$ cat config.mk
export PLATFORM = sky130hd
export DESIGN_NAME = spr_re_gamma_lut_ctrl_flat
export DESIGN_NICKNAME = d
export VERILOG_FILES = /design/src/rtl/spr_re_gamma_pkg.sv /design/src/rtl/spr_re_gamma_lut_ctrl_if.sv /design/src/rtl/spr_vs_edge_det.sv /design/src/rtl/spr_re_gamma_lut_ctrl.sv /design/src/flat_wrapper.sv
export SDC_FILE = /design/constraint.sdc
export NUM_CORES = 1
export LEC_CHECK = 0
export CAP_MARGIN = 20
export CORE_MARGIN = 2
export CORE_UTILIZATION = 50
export CTS_CLUSTER_SIZE = 20
export DETAILED_ROUTE_END_ITERATION = 6
export GPL_TIMING_DRIVEN = 0
export PLACE_DENSITY_LB_ADDON = 0.15
export SLEW_MARGIN = 20
export SYNTH_ARGS = -nofsm -noshare
export SYNTH_HDL_FRONTEND = slang
export SYNTH_HIERARCHICAL = 1
export SYNTH_SLANG_ARGS = --single-unit
$ cat constraint.sdc
create_clock -name clk -period 3.9 [get_ports clk]
set_input_delay 0.39 -clock clk [delete_from_list [all_inputs] [get_ports clk]]
set_output_delay 0.39 -clock clk [all_outputs]
set_load 0.01 [all_outputs]
$ cat src/rtl/spr_re_gamma_pkg.sv
// Shared types and constants for the SPR re-gamma LUT controller.
package spr_re_gamma_pkg;

    localparam int LUT_ADDR_W = 10;
    localparam int LUT_DATA_W = 11;

    typedef enum logic [1:0] {
        INIT    = 2'd0,
        IDLE    = 2'd1,
        WAIT_VS = 2'd2
    } state_e;

    localparam logic [1:0] CH_R   = 2'd0;
    localparam logic [1:0] CH_G   = 2'd1;
    localparam logic [1:0] CH_B   = 2'd2;
    localparam logic [1:0] CH_ALL = 2'd3;

    function automatic logic [2:0] ch_onehot(input logic [1:0] ch);
        logic [2:0] sel;
        case (ch)
            CH_R:    sel = 3'b001;
            CH_G:    sel = 3'b010;
            CH_B:    sel = 3'b100;
            CH_ALL:  sel = 3'b111;
            default: sel = 3'b000;
        endcase
        return sel;
    endfunction

endpackage

$ cat src/rtl/spr_re_gamma_lut_ctrl_if.sv
// Host entry-write / commit interface of the re-gamma LUT controller.
interface spr_re_gamma_lut_ctrl_if
    import spr_re_gamma_pkg::*;
#(
    parameter int ADDR_W = LUT_ADDR_W,
    parameter int DATA_W = LUT_DATA_W
);
    logic              host_wr_valid;
    logic              host_wr_ready;
    logic [1:0]        host_wr_ch;
    logic [ADDR_W-1:0] host_wr_addr;
    logic [DATA_W-1:0] host_wr_data;
    logic              host_commit;

    modport master (
        output host_wr_valid, host_wr_ch, host_wr_addr, host_wr_data, host_commit,
        input  host_wr_ready
    );

    modport slave (
        input  host_wr_valid, host_wr_ch, host_wr_addr, host_wr_data, host_commit,
        output host_wr_ready
    );
endinterface

$ cat src/rtl/spr_vs_edge_det.sv
// Vertical-sync rising-edge detector (one register stage).
module spr_vs_edge_det (
    input  logic clk,
    input  logic rst_n,
    input  logic vs_i,
    output logic vs_rise_o
);
    logic vs_d_q;

    // Previous-cycle copy of vsync.
    always_ff @(posedge clk or negedge rst_n) begin
        if (!rst_n) begin
            vs_d_q <= 1'b0;
        end else begin
            vs_d_q <= vs_i;
        end
    end

    assign vs_rise_o = vs_i & ~vs_d_q;
endmodule

$ cat src/rtl/spr_re_gamma_lut_ctrl.sv
// Double-banked re-gamma LUT controller: ramp fill, host writes, frame-aligned bank swap.
// Optional SPR_RE_GAMMA_CHECKSUM_EN adds the shadow_csum readback accumulator.
module spr_re_gamma_lut_ctrl
    import spr_re_gamma_pkg::*;
#(
    parameter int ADDR_W = LUT_ADDR_W,
    parameter int DATA_W = LUT_DATA_W
) (
    input  logic                    clk,
    input  logic                    rst_n,
    input  logic                    i_vs,
    input  logic                    cfg_re_gamma_en,
    spr_re_gamma_lut_ctrl_if.slave  host,
    output logic                    commit_pending,
    output logic                    commit_done,
    output logic                    init_busy,
    output logic                    lut_wr_en,
    output logic [2:0]              lut_wr_ch_sel,
    output logic                    lut_wr_bank,
    output logic [ADDR_W-1:0]       lut_wr_addr,
    output logic [DATA_W-1:0]       lut_wr_data,
    output logic                    lut_rd_bank,
    output logic                    spr_re_gamma_en
`ifdef SPR_RE_GAMMA_CHECKSUM_EN
    ,
    output logic [15:0]             shadow_csum
`endif
);
    localparam int CNT_W = ADDR_W + 1;

    state_e            state_q;
    logic [CNT_W-1:0]  cnt_q;
    logic              fill_done_q;
    logic              commit_latch_q;
    logic              host_wr_ready_q;
    logic              commit_pending_q;
    logic              commit_done_q;
    logic              init_busy_q;
    logic              lut_wr_en_q;
    logic [2:0]        lut_wr_ch_sel_q;
    logic              lut_wr_bank_q;
    logic [ADDR_W-1:0] lut_wr_addr_q;
    logic [DATA_W-1:0] lut_wr_data_q;
    logic              lut_rd_bank_q;
    logic              spr_en_q;
    logic              vs_rise_s;
    logic              wr_acc_s;

    spr_vs_edge_det u_vs_edge (
        .clk       (clk),
        .rst_n     (rst_n),
        .vs_i      (i_vs),
        .vs_rise_o (vs_rise_s)
    );

    assign wr_acc_s = host.host_wr_valid & host_wr_ready_q;

    // Controller FSM with all outputs registered.
    always_ff @(posedge clk or negedge rst_n) begin
        if (!rst_n) begin
            state_q          <= INIT;
            cnt_q            <= {CNT_W{1'b0}};
            fill_done_q      <= 1'b0;
            commit_latch_q   <= 1'b0;
            host_wr_ready_q  <= 1'b0;
            commit_pending_q <= 1'b0;
            commit_done_q    <= 1'b0;
            init_busy_q      <= 1'b1;
            lut_wr_en_q      <= 1'b0;
            lut_wr_ch_sel_q  <= 3'b000;
            lut_wr_bank_q    <= 1'b0;
            lut_wr_addr_q    <= {ADDR_W{1'b0}};
            lut_wr_data_q    <= {DATA_W{1'b0}};
            lut_rd_bank_q    <= 1'b0;
            spr_en_q         <= 1'b0;
        end else begin
            case (state_q)
                INIT: begin
                    if (host.host_commit) begin
                        commit_latch_q <= 1'b1;
                    end
                    if (!fill_done_q) begin
                        // Identity ramp into both banks: entry = addr scaled by 2.
                        lut_wr_en_q     <= 1'b1;
                        lut_wr_ch_sel_q <= 3'b111;
                        lut_wr_bank_q   <= cnt_q[ADDR_W];
                        lut_wr_addr_q   <= cnt_q[ADDR_W-1:0];
                        lut_wr_data_q   <= {cnt_q[ADDR_W-1:0], 1'b0};
                        cnt_q           <= cnt_q + {{(CNT_W-1){1'b0}}, 1'b1};
                        if (cnt_q == {CNT_W{1'b1}}) begin
                            fill_done_q <= 1'b1;
                        end
                    end else begin
                        lut_wr_en_q    <= 1'b0;
                        lut_wr_bank_q  <= ~lut_rd_bank_q;
                        init_busy_q    <= 1'b0;
                        commit_latch_q <= 1'b0;
                        if (commit_latch_q | host.host_commit) begin
                            state_q          <= WAIT_VS;
                            commit_pending_q <= 1'b1;
                            host_wr_ready_q  <= 1'b0;
                        end else begin
                            state_q          <= IDLE;
                            host_wr_ready_q  <= 1'b1;
                        end
                    end
                end
                IDLE: begin
                    commit_done_q <= 1'b0;
                    lut_wr_bank_q <= ~lut_rd_bank_q;
                    if (vs_rise_s) begin
                        spr_en_q <= cfg_re_gamma_en;
                    end
                    if (wr_acc_s) begin
                        lut_wr_en_q     <= 1'b1;
                        lut_wr_ch_sel_q <= ch_onehot(host.host_wr_ch);
                        lut_wr_addr_q   <= host.host_wr_addr;
                        lut_wr_data_q   <= host.host_wr_data;
                    end else begin
                        lut_wr_en_q     <= 1'b0;
                    end
                    if (host.host_commit) begin
                        state_q          <= WAIT_VS;
                        commit_pending_q <= 1'b1;
                        host_wr_ready_q  <= 1'b0;
                    end
                end
                WAIT_VS: begin
                    lut_wr_en_q <= 1'b0;
                    if (vs_rise_s) begin
                        lut_rd_bank_q    <= ~lut_rd_bank_q;
                        lut_wr_bank_q    <= lut_rd_bank_q;
                        spr_en_q         <= cfg_re_gamma_en;
                        commit_done_q    <= 1'b1;
                        commit_pending_q <= 1'b0;
                        host_wr_ready_q  <= 1'b1;
                        state_q          <= IDLE;
                    end else begin
                        commit_done_q    <= 1'b0;
                    end
                end
                default: begin
                    state_q          <= INIT;
                    cnt_q            <= {CNT_W{1'b0}};
                    fill_done_q      <= 1'b0;
                    commit_pending_q <= 1'b0;
                    commit_done_q    <= 1'b0;
                    host_wr_ready_q  <= 1'b0;
                    init_busy_q      <= 1'b1;
                    lut_wr_en_q      <= 1'b0;
                end
            endcase
        end
    end

`ifdef SPR_RE_GAMMA_CHECKSUM_EN
    logic [15:0] csum_q;

    // Sum of host-written entries since the last swap; clears as commit_done rises.
    always_ff @(posedge clk or negedge rst_n) begin
        if (!rst_n) begin
            csum_q <= 16'd0;
        end else if ((state_q == WAIT_VS) && vs_rise_s) begin
            csum_q <= 16'd0;
        end else if ((state_q == IDLE) && wr_acc_s) begin
            csum_q <= csum_q + 16'(host.host_wr_data);
        end else begin
            csum_q <= csum_q;
        end
    end

    assign shadow_csum = csum_q;
`endif

    assign host.host_wr_ready = host_wr_ready_q;
    assign commit_pending     = commit_pending_q;
    assign commit_done        = commit_done_q;
    assign init_busy          = init_busy_q;
    assign lut_wr_en          = lut_wr_en_q;
    assign lut_wr_ch_sel      = lut_wr_ch_sel_q;
    assign lut_wr_bank        = lut_wr_bank_q;
    assign lut_wr_addr        = lut_wr_addr_q;
    assign lut_wr_data        = lut_wr_data_q;
    assign lut_rd_bank        = lut_rd_bank_q;
    assign spr_re_gamma_en    = spr_en_q;
endmodule

$ cat src/flat_wrapper.sv
// flat-port wrapper written by rule: the top's interface ports become plain ports
module spr_re_gamma_lut_ctrl_flat import spr_re_gamma_pkg::*;
#(
    parameter int ADDR_W = LUT_ADDR_W,
    parameter int DATA_W = LUT_DATA_W
)
  (clk, rst_n, i_vs, cfg_re_gamma_en, commit_pending, commit_done, init_busy, lut_wr_en, lut_wr_ch_sel, lut_wr_bank, lut_wr_addr, lut_wr_data, lut_rd_bank, spr_re_gamma_en, host_host_wr_valid, host_host_wr_ch, host_host_wr_addr, host_host_wr_data, host_host_commit, host_host_wr_ready);
  spr_re_gamma_lut_ctrl_if #(.ADDR_W(ADDR_W), .DATA_W(DATA_W)) host_i ();
  input  logic clk;
  input  logic rst_n;
  input  logic i_vs;
  input  logic cfg_re_gamma_en;
  output logic commit_pending;
  output logic commit_done;
  output logic init_busy;
  output logic lut_wr_en;
  output logic [2:0] lut_wr_ch_sel;
  output logic lut_wr_bank;
  output logic [ADDR_W-1:0] lut_wr_addr;
  output logic [DATA_W-1:0] lut_wr_data;
  output logic lut_rd_bank;
  output logic spr_re_gamma_en;
  input wire logic [$bits(host_i.host_wr_valid)-1:0] host_host_wr_valid;
  input wire logic [$bits(host_i.host_wr_ch)-1:0] host_host_wr_ch;
  input wire logic [$bits(host_i.host_wr_addr)-1:0] host_host_wr_addr;
  input wire logic [$bits(host_i.host_wr_data)-1:0] host_host_wr_data;
  input wire logic [$bits(host_i.host_commit)-1:0] host_host_commit;
  output wire logic [$bits(host_i.host_wr_ready)-1:0] host_host_wr_ready;
  assign host_i.host_wr_valid = host_host_wr_valid;
  assign host_i.host_wr_ch = host_host_wr_ch;
  assign host_i.host_wr_addr = host_host_wr_addr;
  assign host_i.host_wr_data = host_host_wr_data;
  assign host_i.host_commit = host_host_commit;
  assign host_host_wr_ready = host_i.host_wr_ready;
  spr_re_gamma_lut_ctrl #(.ADDR_W(ADDR_W), .DATA_W(DATA_W)) u_core (.clk(clk), .rst_n(rst_n), .i_vs(i_vs), .cfg_re_gamma_en(cfg_re_gamma_en), .host(host_i), .commit_pending(commit_pending), .commit_done(commit_done), .init_busy(init_busy), .lut_wr_en(lut_wr_en), .lut_wr_ch_sel(lut_wr_ch_sel), .lut_wr_bank(lut_wr_bank), .lut_wr_addr(lut_wr_addr), .lut_wr_data(lut_wr_data), .lut_rd_bank(lut_rd_bank), .spr_re_gamma_en(spr_re_gamma_en));
endmodule
---- Word-level counts from Yosys, hierarchy flattened ----
Cells that the tools add are included.
cells by class
  add/sub/neg operators ................... 1
  eq/ne operators ......................... 12
  muxes and demuxes ....................... 41
  bitwise gates (word level) .............. 6
  reductions and logical operators ........ 15
operators by type and width
  kind                                                                   count
  11-bit case mux with 2 select lines                                    2
  11-bit 2-to-1 mux                                                      3
  10-bit 2-to-1 mux                                                      2
  10-bit case mux with 2 select lines                                    1
  1-bit 2-to-1 mux                                                       17
  3-bit case mux with 4 select lines                                     1
  2-bit AND reduction                                                    6
  11-bit by 1-bit adder with 11-bit output, second input constant        1
  11-bit equality test, second input constant                            1
  1-bit case mux with 3 select lines                                     3
  2-bit 2-to-1 mux                                                       4
  1-bit case mux with 2 select lines                                     4
  2-bit equality test, second input constant                             3
  3-bit 2-to-1 mux                                                       2
  2-bit by 1-bit != test with 1-bit output, second input constant        3
  2-bit != test, second input constant                                   3
  2-bit case mux with 3 select lines                                     1
  3-bit case mux with 2 select lines                                     1
  3-bit AND reduction                                                    2
  2-bit by 1-bit equality test with 1-bit output, second input constant  2
  2-bit zero test                                                        2
  4-bit AND reduction                                                    1
  2-bit nonzero test                                                     2
  1-bit inverter                                                         3
  4 further kinds                                                        5
word-level totals
  bits in registers ....................... 48
  input bits .............................. 29
  output and inout port bits .............. 32
  logic and storage cells ................. 91

---- Longest topological paths before layout ----
Gate-level depths: netlist of run 1.
  depth in word-level cells ............... 4
  depth in mapped cells ................... 7
  mapped depth without buffers ............ 5

---- Hierarchy ----
Netlist of run 1, hierarchy kept.
by module, submodules not included
  module                 instances  cells an instance  area an instance (um^2)  seq. area each (um^2)
  spr_re_gamma_lut_ctrl  1          250                2483.6                   1177.4
  spr_vs_edge_det        1          2                  38.8                     25.0

---- Worst setup path before layout of run 1 ----
OpenSTA, ideal clock, no wires.
  path kind ............................... register -> register
  from .................................... register u_core.state_q[0]
  to ...................................... register u_core.lut_wr_ch_sel_q[1] (netlist: u_core/lut_wr_ch_sel[1])
  setup time .............................. 125 ps
  arrival time ............................ 1781 ps
  path slack .............................. 1995 ps
  cell stages (with the launch flop) ...... 8
  clock period less this slack ............ 1905 ps
  cells stage by stage .................... dfrtp_1 -> inv_1 -> ha_1 -> and2_1 -> buf_2 -> a211oi_4 -> buf_6 -> mux2_2
on the way
  longest elaborated chain between the ends .. 3
ends and longest elaborated chain
  element                                                                                   RTL line                      text
  from (decl)                                                                               spr_re_gamma_lut_ctrl.sv:31   state_e state_q;
  from (signal assigned)                                                                    spr_re_gamma_lut_ctrl.sv:61   state_q <= INIT;
  from (signal assigned)                                                                    spr_re_gamma_lut_ctrl.sv:99   state_q <= WAIT_VS;
  from (signal assigned)                                                                    spr_re_gamma_lut_ctrl.sv:103  state_q <= IDLE;
  2-bit by 1-bit equality test with 1-bit output / 2-bit zero test (equally long branches)  spr_re_gamma_lut_ctrl.sv:77   case (state_q)
  2-bit by 1-bit != test with 1-bit output (no source line) (tied with other cells)         -
  3-bit AND reduction (no source line)                                                      -
  to (signal assigned)                                                                      spr_re_gamma_lut_ctrl.sv:116  lut_wr_ch_sel_q <= ch_onehot(host.host_wr_ch);
  to (decl)                                                                                 spr_re_gamma_lut_ctrl.sv:40   logic [2:0] lut_wr_ch_sel_q;
Several ways; a longest one is shown, not always the timed one.
A chain may end at the register's enable or synchronous reset.

---- Worst setup path after layout of run 1 ----
  from .................................... register u_core.state_q[0]
  to ...................................... register u_core.lut_wr_addr_q[3] (netlist: u_core/lut_wr_addr[3])
on the way
  longest elaborated chain between the ends .. 3
ends and longest elaborated chain
  element                                                                                   RTL line                      text
  2-bit by 1-bit equality test with 1-bit output / 2-bit zero test (equally long branches)  spr_re_gamma_lut_ctrl.sv:77
  2-bit by 1-bit != test with 1-bit output (no source line) (tied with other cells)         -
  3-bit AND reduction (no source line)                                                      -
  to (signal assigned)                                                                      spr_re_gamma_lut_ctrl.sv:72   lut_wr_addr_q <= {ADDR_W{1'b0}};
  to (signal assigned)                                                                      spr_re_gamma_lut_ctrl.sv:87   lut_wr_addr_q <= cnt_q[ADDR_W-1:0];
  to (signal assigned)                                                                      spr_re_gamma_lut_ctrl.sv:117  lut_wr_addr_q <= host.host_wr_addr;
  to (decl)                                                                                 spr_re_gamma_lut_ctrl.sv:42   logic [ADDR_W-1:0] lut_wr_addr_q;
Several ways; a longest one is shown, not always the timed one.

==> impl_metrics.sql, run 1 <==
INSERT INTO impl_metrics (metric_group, metric, value, unit) VALUES
('timing', 'grt_setup_unrepaired', 'false', ''),
('synth', 'synth.most_common_cell', 'sky130_fd_sc_hd__nand2_1', ''),
('power', 'powerDensity', '696', 'nW/um^2'),
('clock_tree', 'cts_hold_repair.buffers', '0', ''),
('floorplan', 'floorplan.initialDensity', '52.7', '%'),
('drt', 'dr_total_vias', '2022', ''),
('placed_design', 'routability_congestion_estimate_from_global_placement', '0.854', ''),
('clock_tree', 'clkSinkCount', '48', ''),
('worst_setup_path', 'cp_data_arrival_time', '2350', 'ps'),
('floorplan', 'core.rowCount', '25', ''),
('drt', 'routed_wl', '5.38', 'mm'),
('timing', 'min_period_over_period', '55.6', '%'),
('synth', 'ys_top_cells_by_count', 'sky130_fd_sc_hd__nand2_1, sky130_fd_sc_hd__dfrtp_1, sky130_fd_sc_hd__mux2_2', ''),
('floorplan', 'placeableCoreArea', '4790', 'sq um'),
('clock_tree', 'count_of_cells_resized_by_post_cts_repair', '0', ''),
('flow_run', 'maxCapViolations', '0', ''),
('synth', 'synth_largest_area_cell', 'sky130_fd_sc_hd__dfrtp_1', ''),
('finish', 'fillers', '393', ''),
('floorplan', 'die_height', '75.0', 'um'),
('global_route', 'track_usage', '20.7', '%'),
('power', 'cellInternalPower', '1.46', 'mW'),
('drt', 'drt_first_iter_violations', '88', ''),
('worst_setup_path', 'timing.rr.end', 'u_core/lut_wr_addr[3]', ''),
('global_route', 'global_route.usage.met1', '26.7', '%'),
('power', 'clkPwrFrac', '12.3', '%'),
('finish', 'final_cell_count_no_fill', '388', ''),
('power', 'leakagePower', '1.50', 'nW'),
('power', 'power.ir.vdd_worst', '0.361', 'mV'),
('clock_tree', 'cts-htree-levels', '2', ''),
('global_route', 'grt_antenna_before_repair', '0', ''),
('timing', 'number_of_pins_exceeding_their_max_slew_limit_in_the_final_report', '0', ''),
('worst_setup_path', 'rrSetupSlack', '1730', 'ps'),
('global_route', 'gr-max-usage-layer', 'met2', ''),
('drt', 'post_drt_via_cell_ratio', '5.21', ''),
('finish', 'seq_area', '1200', 'sq um'),
('synth', 'synth_fp_nets', '290', ''),
('worst_setup_path', 'ff_to_ff_start', 'u_core/state_q[0]', ''),
('floorplan', 'die_width', '75.0', 'um'),
('power', 'fin_total_pwr', '2.30', 'mW'),
('worst_setup_path', 'required_worst_endpoint', '4090', 'ps'),
('global_route', 'grt_first_pass_wirelength', '8.83', 'mm'),
('synth', 'post_synth_inst_count', '252', ''),
('drt', 'detail_route.first_pass.iterations', '4', ''),
('synth', 'synth.avg_cell_area', '10.0', 'sq um'),
('placed_design', 'hpwl', '4.07', 'mm'),
('global_route', 'grt_max_degree', '31', ''),
('worst_setup_path', 'worstSetupPathType', 'register to register', ''),
('synth', 'synth.top_cell.area_share', '46.6', '%'),
('clock_tree', 'post-cts-setup-buffers', '0', ''),
('global_route', 'first_global_vias', '1946', ''),
('global_route', 'met2_usage', '35.2', '%'),
('drt', 'drt-wirelength-per-cell', '13.9', 'um'),
('run_status', 'run_status', 'finished clean', ''),
('timing', 'hold_violations', '0', ''),
('clock_tree', 'cts_made_buffers', '5', ''),
('clock_tree', 'cts_tree', 'built', ''),
('synth', 'synth-seq-cells', '48', ''),
('timing', 'finalSetupTns', '0', 'ps'),
('timing', 'fin_worst_skew', '4.34', 'ps'),
('worst_setup_path', 'cp-end-kind', 'register', ''),
('timing', 'slew_headroom', '62.4', '%'),
('power', 'comb_power_share', '54.3', '%'),
('power', 'seqPwrFrac', '33.4', '%'),
('synth', 'synth_seq_area_share', '47.7', '%'),
('clock_tree', 'cts.clk_slew.worst_paths', '80', 'ps'),
('timing', 'period_minus_slack', '2170', 'ps'),
('worst_setup_path', 'worst_r2r_path_depth', '7', ''),
('global_route', 'grt_overflow_total', '0', ''),
('synth', 'synthesis.area', '2520', 'sq um'),
('floorplan', 'design.die.area', '5630', 'sq um'),
('finish', 'areaGrowthSynthToFinish', '31.0', '%');
[kinds of logic after synthesis]
group	share of synthesized area [%]
and+or+nand+nor	21.6
xor gates and xnor gates	0.347
buffers and inverters	3.92
muxes	14.8
AOI/OAI and AO/OA	7.19
DFF	47.7
adders and majority gates	4.46
[layout by cell type (no fill, tap or decap), types with 4 or more instances in the layout]
| master | Yosys | routed |
|---|---|---|
| sky130_fd_sc_hd__nor4_1 | 4 | 4 |
| sky130_fd_sc_hd__clkbuf_1 | 6 | 8 |
| sky130_fd_sc_hd__o21ai_0 | 8 | 8 |
| sky130_fd_sc_hd__a21oi_1 | 8 | 8 |
| sky130_fd_sc_hd__nor2_1 | 7 | 7 |
| sky130_fd_sc_hd__inv_1 | 9 | 9 |
| sky130_fd_sc_hd__mux2_2 | 27 | 27 |
| sky130_fd_sc_hd__clkbuf_8 | 0 | 5 |
| sky130_fd_sc_hd__nand2_1 | 61 | 61 |
| sky130_fd_sc_hd__clkdlybuf4s50_1 | 0 | 59 |
| sky130_fd_sc_hd__dfrtp_1 | 47 | 47 |
| sky130_fd_sc_hd__mux2i_1 | 7 | 7 |
| sky130_fd_sc_hd__nand2b_1 | 20 | 20 |
| sky130_fd_sc_hd__nand4_1 | 4 | 4 |
| sky130_fd_sc_hd__or4_1 | 4 | 4 |
| sky130_fd_sc_hd__ha_1 | 9 | 9 |
| sky130_fd_sc_hd__buf_2 | 4 | 5 |
[through the flow]
step / util [%] / area [sq um] / setup WS (ps)
floorplan: - / 2520 / 1990
global placement: 67.0 / 3210 / 1050
finish: 69.0 / 3300 / 1730
CTS: 69.0 / 3300 / 1730
global route: 69.0 / 3300 / 1600
detailed placement: 67.3 / 3220 / 1720
[power by group through the flow]
stage	Sequential [mW]	Combinational, mW	Clock [mW]
after floorplan	0.841	0.691	0
after detailed placement	0.783	1.26	0
final	0.768	1.25	0.284
after CTS	0.772	1.26	0.293
after global routing	0.793	1.37	0.312
after global placement	0.771	1.23	0
[worst max-delay path by stage]
stage	from	endpoint	slack [ps]	depth (start not counted)
2_1_floorplan	u_core/state_q[0]	u_core/lut_wr_ch_sel[1]	1990	7
3_3_place_gp	rst_n	u_core/cnt_q[8]	1050	1
3_5_place_dp	host_host_wr_valid	u_core/lut_wr_ch_sel[2]	1720	5
4_1_cts	u_core/state_q[0]	u_core/lut_wr_ch_sel[2]	1730	7
5_1_grt	u_core/state_q[0]	u_core/lut_wr_data[10]	1600	7
6_report	u_core/state_q[0]	u_core/lut_wr_addr[3]	1730	7
[area by class of cell]
| type | instances | area share [%] |
|---|---|---|
| Multi-Input combinational cell | 183 | 37.0 |
| Sequential cell | 48 | 36.4 |
| Timing Repair Buffer | 61 | 18.6 |
| Tap cell | 67 | 2.54 |
| Clock buffer | 7 | 2.31 |
| Buffer | 12 | 1.97 |
| Inverter | 9 | 1.02 |
| Clock inverter | 1 | 0.152 |
[worst max-delay path, stage by stage, from the launching register on]
cell and delay [ps]:
sky130_fd_sc_hd__dfrtp_1 440, sky130_fd_sc_hd__inv_1 90, sky130_fd_sc_hd__ha_1 260, sky130_fd_sc_hd__and2_1 170, sky130_fd_sc_hd__buf_2 150, sky130_fd_sc_hd__a211oi_4 380, sky130_fd_sc_hd__buf_6 230, sky130_fd_sc_hd__mux2_2 340
[flip-flops by register name, indices dropped and copies added (netlist names), 2 cells and up]
signal / cells
u_core/cnt_q: 11
u_core/state_q: 2
u_core/lut_wr_data: 11
u_core/lut_wr_addr: 10
u_core/lut_wr_ch_sel: 3
[per-layer routing]
layer | part of all wire (%) | vias up
met5 | 0 | -
met3 | 5.9 | 6
met4 | 0.86 | 0
li1 | - | 988
met2 | 49 | 47
met1 | 44 | 981
No activity file was read; power rests on OpenSTA's default activity.
==> run 2, diff against run 1 <==
--- a/config.mk
+++ b/config.mk
@@ -7,7 +7,7 @@
 export LEC_CHECK = 0
 export CAP_MARGIN = 20
 export CORE_MARGIN = 2
-export CORE_UTILIZATION = 50
+export CORE_UTILIZATION = 49
 export CTS_CLUSTER_SIZE = 20
 export DETAILED_ROUTE_END_ITERATION = 6
 export GPL_TIMING_DRIVEN = 0
==> constraint.sdc (replaced) <==
create_clock -name clk -period 2.2 [get_ports clk]
set_input_delay 0.22 -clock clk [delete_from_list [all_inputs] [get_ports clk]]
set_output_delay 0.22 -clock clk [all_outputs]
set_load 0.01 [all_outputs]
==> impl_metrics.sql, run 2 (synthesis gave the netlist of run 1 again) <==
INSERT INTO impl_metrics (metric_group, metric, value, unit) VALUES
('run_status', 'run_status', 'finished clean', ''),
('flow_run', 'maxCapViolations', '0', ''),
('placed_design', 'placed_cells_incl_taps', '383', ''),
('clock_tree', 'cts_tree', 'built', ''),
('global_route', 'first_global_vias', '1867', ''),
('global_route', 'grt_antenna_before_repair', '0', ''),
('drt', 'dr_total_vias', '1982', ''),
('floorplan', 'design.die.area', '5740', 'sq um'),
('power', 'power.ir.vdd_worst', '0.720', 'mV'),
('timing', 'worst_pin_slew', '539', 'ps'),
('finish', 'layout_common_cells', 'sky130_fd_sc_hd__nand2_1, sky130_fd_sc_hd__clkdlybuf4s50_1, sky130_fd_sc_hd__dfrtp_1', ''),
('power', 'powerDensity', '1290', 'nW/um^2'),
('finish', 'layout.cell_area.non_filler', '3380', 'sq um'),
('worst_hold_path', 'timing.hold.worst.class', 'input pin to asynchronous set/reset pin', ''),
('floorplan', 'core.rowCount', '26', ''),
('power', 'leakagePower', '1.53', 'nW'),
('timing', 'grt_setup_unrepaired', 'false', ''),
('worst_setup_path', 'rrSetupSlack', '90', 'ps'),
('global_route', 'track_usage', '20.1', '%'),
('worst_setup_path', 'ff_to_ff_start', 'u_core/state_q[0]', ''),
('drt', 'routed_wl', '5.41', 'mm'),
('worst_setup_path', 'critPathSlowestCell', 'sky130_fd_sc_hd__dfrtp_1', ''),
('finish', 'final_cell_count_no_fill', '393', ''),
('placed_design', 'io_buffers', '60', ''),
('clock_tree', 'insertion_delay', '300', 'ps'),
('worst_setup_path', 'critPathLaunchType', 'register', ''),
('worst_setup_path', 'crit_end', 'u_core/lut_wr_addr[5]', ''),
('clock_tree', 'root_buffer', 'sky130_fd_sc_hd__clkbuf_8', ''),
('global_route', 'grt_overflow_total', '0', ''),
('timing', 'period_minus_slack', '2110', 'ps'),
('global_route', 'grt_first_pass_wirelength', '8.71', 'mm'),
('drt', 'post_route_antenna_net_violation_count', '0', ''),
('clock_tree', 'cts_max_path_buffers', '2', ''),
('clock_tree', 'cts-htree-levels', '2', ''),
('finish', 'seq_area', '1200', 'sq um'),
('finish', 'drive_above_1_share', '15.2', '%'),
('timing', 'fin_ws', '94.5', 'ps'),
('drt', 'drt-wirelength-per-cell', '13.8', 'um'),
('finish', 'areaGrowthSynthToFinish', '34.0', '%'),
('worst_setup_path', 'setup.worst_path.start', 'u_core/state_q[0]', ''),
('finish', 'multi_input_area', '1220', 'sq um'),
('placed_design', 'hpwl', '4.04', 'mm'),
('drt', 'drt_first_iter_violations', '78', ''),
('floorplan', 'floorplan.initialDensity', '50.0', '%'),
('timing', 'fmax', '475', 'MHz'),
('finish', 'fillers', '400', ''),
('placed_design', 'routability_congestion_estimate_from_global_placement', '0.902', ''),
('worst_setup_path', 'cp-end-kind', 'register', ''),
('worst_setup_path', 'worst_r2r_path_depth', '8', ''),
('floorplan', 'placeableCoreArea', '5040', 'sq um'),
('drt', 'detail_route.first_pass.iterations', '4', ''),
('timing', 'min_period_over_period', '95.7', '%'),
('worst_setup_path', 'required_worst_endpoint', '2390', 'ps'),
('timing', 'final_number_of_setup_violating_endpoints', '0', ''),
('timing', 'fin_worst_skew', '6.06', 'ps'),
('finish', 'antenna-diode-count', '0', ''),
('global_route', 'grt_max_degree', '31', ''),
('timing', 'number_of_pins_exceeding_their_max_slew_limit_in_the_final_report', '0', ''),
('placed_design', 'place_ws', '18.2', 'ps'),
('worst_setup_path', 'worstSetupPathType', 'register to register', ''),
('worst_setup_path', 'cp_cell_sequence', 'inv_1 > ha_1 > and2_1 > buf_2 > a211oi_4 > buf_4 > buf_6 > mux2_2', ''),
('floorplan', 'die_height', '75.8', 'um'),
('worst_setup_path', 'cp_data_arrival_time', '2290', 'ps'),
('clock_tree', 'cts.clk_slew.worst_paths', '90', 'ps'),
('worst_setup_path', 'crit_fanout', '10', ''),
('placed_design', 'placedInstanceArea', '3230', 'sq um'),
('power', 'fin_total_pwr', '4.36', 'mW'),
('worst_setup_path', 'timing.critical_path.slowest_cell_delay', '440', 'ps'),
('finish', 'leading_cell_type_in_the_layout_fill_and_taps_excluded', 'sky130_fd_sc_hd__nand2_1', ''),
('clock_tree', 'clkSinkCount', '48', ''),
('timing', 'hold_violations', '0', ''),
('timing', 'slew_headroom', '64.1', '%'),
('drt', 'post_drt_via_cell_ratio', '5.04', ''),
('finish', 'finish.net_count', '361', ''),
('clock_tree', 'cts_made_buffers', '5', ''),
('clock_tree', 'count_of_cells_resized_by_post_cts_repair', '0', ''),
('floorplan', 'die_width', '75.8', 'um'),
('drt', 'drt_drc_violations_left', '0', ''),
('worst_setup_path', 'timing.rr.end', 'u_core/lut_wr_addr[5]', ''),
('floorplan', 'boundaryPins', '61', '');
-- run 2: changes by cell type in the layout (fill, tap and decap cells not counted) --
cell / delta
sky130_fd_sc_hd__buf_4: +2
sky130_fd_sc_hd__clkbuf_1: -2
sky130_fd_sc_hd__bufinv_16: +2
sky130_fd_sc_hd__dlygate4sd3_1: +1
sky130_fd_sc_hd__clkinv_2: -1
-- run 2: worst min path at each step --
stage | to | slack, ps | cells after the start
2_1_floorplan | u_core/cnt_q[0] | -80 | 0
3_3_place_gp | u_core/init_busy | 480 | 2
3_5_place_dp | u_core/lut_wr_ch_sel[1] | 200 | 1
4_1_cts | u_core/u_vs_edge/vs_d_q | 390 | 1
5_1_grt | u_core/u_vs_edge/vs_d_q | 380 | 1
6_report | u_core/lut_wr_ch_sel[1] | 390 | 2
-- run 2: worst max-delay path, delay by kind of cell, from the launching register on --
kind            cells  cell delay [ps]
buf+inv             4              600
flops               1              440
mux                 1              350
fa+ha+maj           1              260
compound gates      1              200
simple gates        1              170
-- run 2: where the power goes --
| part | total (mW) | internal [mW] | switching [mW] |
|---|---|---|---|
| combinational | 2.26 | 1.22 | 1.04 |
| clock | 0.741 | 0.448 | 0.293 |
| sequential | 1.36 | 1.18 | 0.179 |
-- run 2: cell type report --
| cell class | instances | share of cell area (%) |
|---|---|---|
| multi-input combinational | 183 | 36.1 |
| sequential | 48 | 35.6 |
| timing repair buffer | 64 | 19.0 |
| tap | 70 | 2.59 |
| clock buffer | 5 | 2.04 |
| buffer | 12 | 1.93 |
| clock inverter | 2 | 1.78 |
| inverter | 9 | 1.00 |
-- run 2: per-stage QoR --
| stage | utilization [%] | setup TNS [ps] | hold WS (ps) |
|---|---|---|---|
| final | 67.0 | 0 | 390 |
| after global routing | 67.0 | 0 | 383 |
| after CTS | 67.0 | 0 | 388 |
| after detailed placement | 64.0 | 0 | 195 |
| after global placement | 63.7 | -24100 | 477 |
| after floorplan | - | 0 | -75.6 |
-- run 2: repair_timing --
action / CTS / global route
hold buffers: 1 / 0
hold endpoints to repair: 18 / 0
endpoints found under the setup margin: 3 / 0
setup buffers: 2 / 0
-- run 2: routing by layer --
layer | vias to the layer above | wire length (um) | track usage, %
met5 | - | 0 | 0
met4 | 0 | 56 | 6.43
met3 | 4 | 244 | 5.16
met2 | 46 | 2610 | 33.3
met1 | 936 | 2500 | 25.7
li1 | 996 | - | -
